### config.mk
export PLATFORM = sky130hd
export DESIGN_NAME = regfile_sb
export DESIGN_NICKNAME = d
export VERILOG_FILES = /design/src/rtl/regfile_pkg.sv /design/src/rtl/regfile_scoreboard.sv /design/src/rtl/regfile_sb.sv
export SDC_FILE = /design/constraint.sdc
export NUM_CORES = 1
export LEC_CHECK = 0
export ABC_AREA = 0
export CAP_MARGIN = 25
export CORE_AREA = 2 2 120 122
export CTS_CLUSTER_SIZE = 28
export DETAILED_ROUTE_END_ITERATION = 10
export DIE_AREA = 0 0 122 124
export HOLD_SLACK_MARGIN = 0.12
export PLACE_DENSITY_LB_ADDON = 0.15
export RECOVER_POWER = 25
export SLEW_MARGIN = 20
export SYNTH_ARGS = -nofsm -noshare
export SYNTH_HDL_FRONTEND = slang
export SYNTH_SLANG_ARGS = --single-unit
### constraint.sdc
create_clock -name clk -period 2.2 [get_ports clk]
set_input_delay 0.44 -clock clk [delete_from_list [all_inputs] [get_ports clk]]
set_output_delay 0.44 -clock clk [all_outputs]
set_load 0.01 [all_outputs]
### src/rtl/regfile_pkg.sv
// Shared constants, index sizing helper and index type for the regfile_sb register file.
package regfile_pkg;

  localparam int unsigned DEF_WIDTH = 16;
  localparam int unsigned DEF_NREGS = 8;

  // Smallest width able to index nregs entries (ceil(log2)).
  function automatic int unsigned regfile_aw(input int unsigned nregs);
    int unsigned aw;
    aw = 0;
    while ((32'd1 << aw) < nregs) aw++;
    return aw;
  endfunction

  localparam int unsigned DEF_AW = regfile_aw(DEF_NREGS);

  typedef logic [DEF_AW-1:0] reg_idx_t;

endpackage

### src/rtl/regfile_scoreboard.sv
// Per-register pending bits: reserve at issue, clear on writeback; reserve wins on a same-cycle collision.
module regfile_scoreboard
  import regfile_pkg::*;
#(
  parameter int unsigned NREGS = DEF_NREGS,
  parameter int unsigned AW    = regfile_aw(NREGS)
) (
  input  logic             clk,
  input  logic             rst_n,
  input  logic             write_i,
  input  logic [AW-1:0]    writenum_i,
  input  logic             reserve_i,
  input  logic [AW-1:0]    reservenum_i,
  output logic             reserve_ok_o,
  output logic [NREGS-1:0] pending_o
);

  logic [NREGS-1:0] pending_q, pending_d;
  logic             rsv_hit, rsv_pend;

  // rsv_hit stays 0 for an index beyond NREGS, which blocks the reservation.
  always_comb begin
    rsv_hit  = 1'b0;
    rsv_pend = 1'b0;
    for (int unsigned i = 0; i < NREGS; i++) begin
      if (reservenum_i == AW'(i)) begin
        rsv_hit  = 1'b1;
        rsv_pend = pending_q[i];
      end
    end
    reserve_ok_o = reserve_i & rsv_hit &
                   (~rsv_pend | (write_i & (writenum_i == reservenum_i)));
  end

  always_comb begin
    pending_d = pending_q;
    for (int unsigned i = 0; i < NREGS; i++) begin
      if (write_i && (writenum_i == AW'(i)))        pending_d[i] = 1'b0;
      if (reserve_ok_o && (reservenum_i == AW'(i))) pending_d[i] = 1'b1;
    end
  end

  always_ff @(posedge clk or negedge rst_n) begin
    if (!rst_n) pending_q <= '0;
    else        pending_q <= pending_d;
  end

  assign pending_o = pending_q;

endmodule

### src/rtl/regfile_sb.sv
// Two-read/one-write register file with scoreboard; define REGFILE_BYPASS_EN for write-through forwarding.
module regfile_sb
  import regfile_pkg::*;
#(
  parameter  int unsigned WIDTH = DEF_WIDTH,
  parameter  int unsigned NREGS = DEF_NREGS,
  localparam int unsigned AW    = regfile_aw(NREGS)
) (
  input  logic             clk,
  input  logic             rst_n,
  input  logic [WIDTH-1:0] data_in,
  input  logic [AW-1:0]    writenum,
  input  logic             write,
  input  logic [AW-1:0]    readnum_a,
  input  logic [AW-1:0]    readnum_b,
  output logic [WIDTH-1:0] data_out_a,
  output logic [WIDTH-1:0] data_out_b,
  output logic             busy_a,
  output logic             busy_b,
  input  logic             reserve,
  input  logic [AW-1:0]    reservenum,
  output logic             reserve_ok,
  output logic [NREGS-1:0] pending
);

  logic [WIDTH-1:0] mem_q [NREGS];
  logic [WIDTH-1:0] mem_d [NREGS];

  regfile_scoreboard #(
    .NREGS(NREGS),
    .AW   (AW)
  ) u_sb (
    .clk         (clk),
    .rst_n       (rst_n),
    .write_i     (write),
    .writenum_i  (writenum),
    .reserve_i   (reserve),
    .reservenum_i(reservenum),
    .reserve_ok_o(reserve_ok),
    .pending_o   (pending)
  );

  always_comb begin
    mem_d = mem_q;
    for (int unsigned i = 0; i < NREGS; i++) begin
      if (write && (writenum == AW'(i))) mem_d[i] = data_in;
    end
  end

  always_ff @(posedge clk or negedge rst_n) begin
    if (!rst_n) begin
      for (int unsigned i = 0; i < NREGS; i++) mem_q[i] <= '0;
    end else begin
      mem_q <= mem_d;
    end
  end

  // Indices with no matching entry fall through to the zero defaults.
  always_comb begin
    data_out_a = '0;
    data_out_b = '0;
    busy_a     = 1'b0;
    busy_b     = 1'b0;
    for (int unsigned i = 0; i < NREGS; i++) begin
      if (readnum_a == AW'(i)) begin
        data_out_a = mem_q[i];
        busy_a     = pending[i];
      end
      if (readnum_b == AW'(i)) begin
        data_out_b = mem_q[i];
        busy_b     = pending[i];
      end
`ifdef REGFILE_BYPASS_EN
      if (write && (writenum == AW'(i)) && (readnum_a == AW'(i))) begin
        data_out_a = data_in;
        busy_a     = 1'b0;
      end
      if (write && (writenum == AW'(i)) && (readnum_b == AW'(i))) begin
        data_out_b = data_in;
        busy_b     = 1'b0;
      end
`endif
    end
  end

endmodule

==> impl_metrics.py <==
metrics = {
    "outcome": {
        "status": "finished, violations left",
        "violations": "negative setup slack",
    },
    "worst_setup_path": {
        "r2r-end": "u_sb.pending_o[5]$_DFFE_PN0P_",
        "r2r_cells": 5,
        "r2r_slack_ns": 0.83,
        "timing.rr.start": "u_sb.pending_o[1]$_DFFE_PN0P_",
        "cp.required_ns": 1.76,
        "crit_end": "data_out_a[1]",
        "cp.arrival_ns": 1.88,
        "cp_max_fo": 3,
        "start_kind": "flip-flop",
        "criticalPathCategory": "flip-flop to output port",
        "crit_path_end_kind": "output port",
        "startpoint": "mem_q[113]$_DFFE_PN0P_",
    },
    "power": {
        "power.density_nw_per_um2": 861,
        "p_int_mw": 6.31,
        "seqPwrFrac_pct": 39.7,
        "p_clk_share_pct": 32.7,
        "swShare_pct": 29.3,
        "power_mw": 8.92,
        "netSwitchingPower_mw": 2.61,
        "p_comb_share_pct": 27.6,
        "p_leak_nw": 4.62,
        "vdd_ir_drop_max_v": 0.000572,
    },
    "yosys": {
        "syn_area_per_cell_um2": 11.7,
        "ys_seq_area_share_pct": 43.5,
        "synth_area_um2": 7820,
        "ys.flop_type": "dfrtp_1",
        "synth.distinct_cells": 58,
        "ys_warn_count": 0,
        "ys_ff_latch": 136,
        "async_reset_ff_share_pct": 100,
        "netlist_instances": 669,
        "syn_nets": 701,
        "synth-edff-count": 0,
    },
    "timing": {
        "tightest_slew_ns": 1.47,
        "fin_crit_sh_pct": 105,
        "rsz0062_at_grt": "true",
        "period_needed_ns": 2.32,
        "setup_slack_ns": -0.120,
        "slew_viol_final": 0,
        "fin_worst_skew_ns": 0.00147,
        "setup_violations": 7,
        "slew_headroom_pct": 2.21,
        "clock.fmax_ghz": 0.431,
        "finalHoldViolations": 0,
        "finalSetupTns_ns": -0.507,
    },
    "flow_run": {
        "cap_violations": 0,
    },
    "placed_design": {
        "dpl_worst_slack_ns": -0.841,
        "gp_congestion": 0.984,
        "port_buffers": 74,
        "dp.final_hpwl_um": 16000,
        "place_area_um2": 9440,
    },
    "clock_tree": {
        "ctsRootBufferMaster": "clkbuf_16",
        "htreeDepth": 4,
        "path_clk_slew_ns": 0.06,
        "cts_buffers": 17,
        "clock_path_buffers": 2,
        "clkLatencyLatePin_ns": 0.42,
        "cts.sinks": 136,
        "tritoncts": "done",
    },
    "floorplanning": {
        "coreArea_um2": 13700,
        "fp.dieH_um": 124,
        "die_w_um": 122,
        "start_util_pct": 57.0,
        "num_rows": 43,
        "die_area_um2": 15100,
        "num_io_pins": 75,
    },
    "cells_and_area": {
        "final_common_cell": "dfrtp_1",
        "syn2layout_area_growth_pct": 32.4,
        "fin_area_um2": 10400,
        "nets": 876,
        "drive_gt1_share_pct": 47.3,
        "num_antenna_cells": 0,
        "fillers": 908,
        "final_cell_mix": "dfrtp_1, mux2_2, buf_4",
    },
    "routing": {
        "via_count": 6628,
        "totalWireLength_um": 24100,
        "drt_iter0_drc": 650,
        "dr.pass1.iters": 5,
        "via_per_inst": 6.39,
        "wl_per_cell_um": 23.3,
        "antenna_left": 0,
        "remaining_drc_errors": 0,
    },
    "global_routing": {
        "antenna_found_initial": 0,
        "grt_pass1_vias": 6729,
        "grt_max_degree": 57,
        "grt_pass1_wl_um": 36800,
        "overflow": 0,
        "track_usage_pct": 32.9,
    },
    "hold_path": {
        "hp-class": "flip-flop to flip-flop",
    },
}
[metrics by stage]
stage	hold WS, ns	utilization [%]	instances
6_report	0.523	75.5	1037
5_1_grt	0.545	75.5	1037
4_1_cts	0.523	74.9	1030
3_5_place_dp	0.431	68.8	984
3_3_place_gp	0.423	68.8	984
2_1_floorplan	0.144	-	669
[routing by layer]
layer | track usage [%] | vias to the layer above | part of all wire, % | wire length, um
li1 | - | 2863 | - | -
met1 | 41.4 | 3340 | 41 | 9800
met2 | 55.0 | 343 | 49 | 11800
met3 | 6.27 | 82 | 7.1 | 1720
met4 | 15.9 | 0 | 3.5 | 847
met5 | 0 | - | 0 | 0
[power by group through the flow]
stage	registers, mW	clock network, mW	logic, mW
finish	3.54	2.92	2.46
global route	3.60	3.04	2.63
CTS	3.52	2.93	2.37
detailed placement	3.56	0	2.31
global placement	3.52	0	2.25
floorplan	3.41	0	1.37
[how the worst min path moves through the flow]
stage,startpoint,to,depth (start not counted)
floorplan,rst_n,mem_q[0]$_DFFE_PN0P_,0
detailed placement,rst_n,mem_q[55]$_DFFE_PN0P_,1
global placement,rst_n,mem_q[61]$_DFFE_PN0P_,1
finish,mem_q[90]$_DFFE_PN0P_,mem_q[90]$_DFFE_PN0P_,1
CTS,mem_q[90]$_DFFE_PN0P_,mem_q[90]$_DFFE_PN0P_,1
global route,mem_q[118]$_DFFE_PN0P_,mem_q[118]$_DFFE_PN0P_,1
[sequential cells by signal, indices dropped and copies added, names as in the netlist]
signal / flops
u_sb.pending_o: 8
mem_q: 128
[critical path: stages, from the launching register on]
cell	delay [ns]
dfrtp_1	0.41
or4_4	0.43
o221ai_2	0.08
a21oi_1	0.07
a211o_1	0.31
buf_2	0.16
[final cells by class]
type / instances / area (um2) / area share, %
clock buffers: 19 / 453 / 4.38
clock inverters: 13 / 153 / 1.47
inverters: 20 / 82.6 / 0.798
multi-input cells: 461 / 4230 / 40.9
flip-flops and latches: 136 / 3400 / 32.9
well taps: 180 / 225 / 2.18
repair buffers: 208 / 1800 / 17.4
[Yosys cell counts, types with 5 or more instances]
library cell	n	area [um2]
nand2b_1	5	31.3
nand2_1	51	191
or2_2	7	43.8
clkbuf_1	10	37.5
buf_4	7	52.6
o211ai_1	7	52.6
inv_1	20	75.1
nand4_1	7	43.8
mux4_2	14	315
o2bb2ai_1	5	43.8
dfrtp_1	136	3400
a21oi_1	7	35.0
nor2_1	15	56.3
mux2_2	123	1390
o22ai_1	19	119
mux2i_1	26	260
mux2_4	9	135
a211oi_1	6	45.0
nor2b_1	11	68.8
mux2_1	9	101
a21boi_0	5	37.5
a22o_1	11	96.3
o21a_1	7	52.6
buf_2	29	145
nand3b_1	9	67.6
a32oi_1	7	61.3
and3b_1	9	78.8
o21ai_0	34	170
[cells by family (layout without fill, tap and decap cells)]
kind of cell	after synthesis	count (layout)	synth area share, %
compound gates	136	136	12.4
mux	181	181	28.1
flops	136	136	43.5
simple gates	141	141	10.8
xor+xnor	3	3	0.336
buf+inv	72	260	4.85
[timing repair]
| action | CTS | global route |
|---|---|---|
| gates resized for setup | 186 | 44 |
| buffers inserted | 11 | 7 |
| hold buffers | 1 | 0 |
| endpoints found under the setup margin | 35 | 32 |
| pin swaps | 31 | 30 |
| gates cloned | 2 | 0 |
| hold endpoints to repair | 53 | 0 |
No activity file was read; power rests on OpenSTA's default activity.
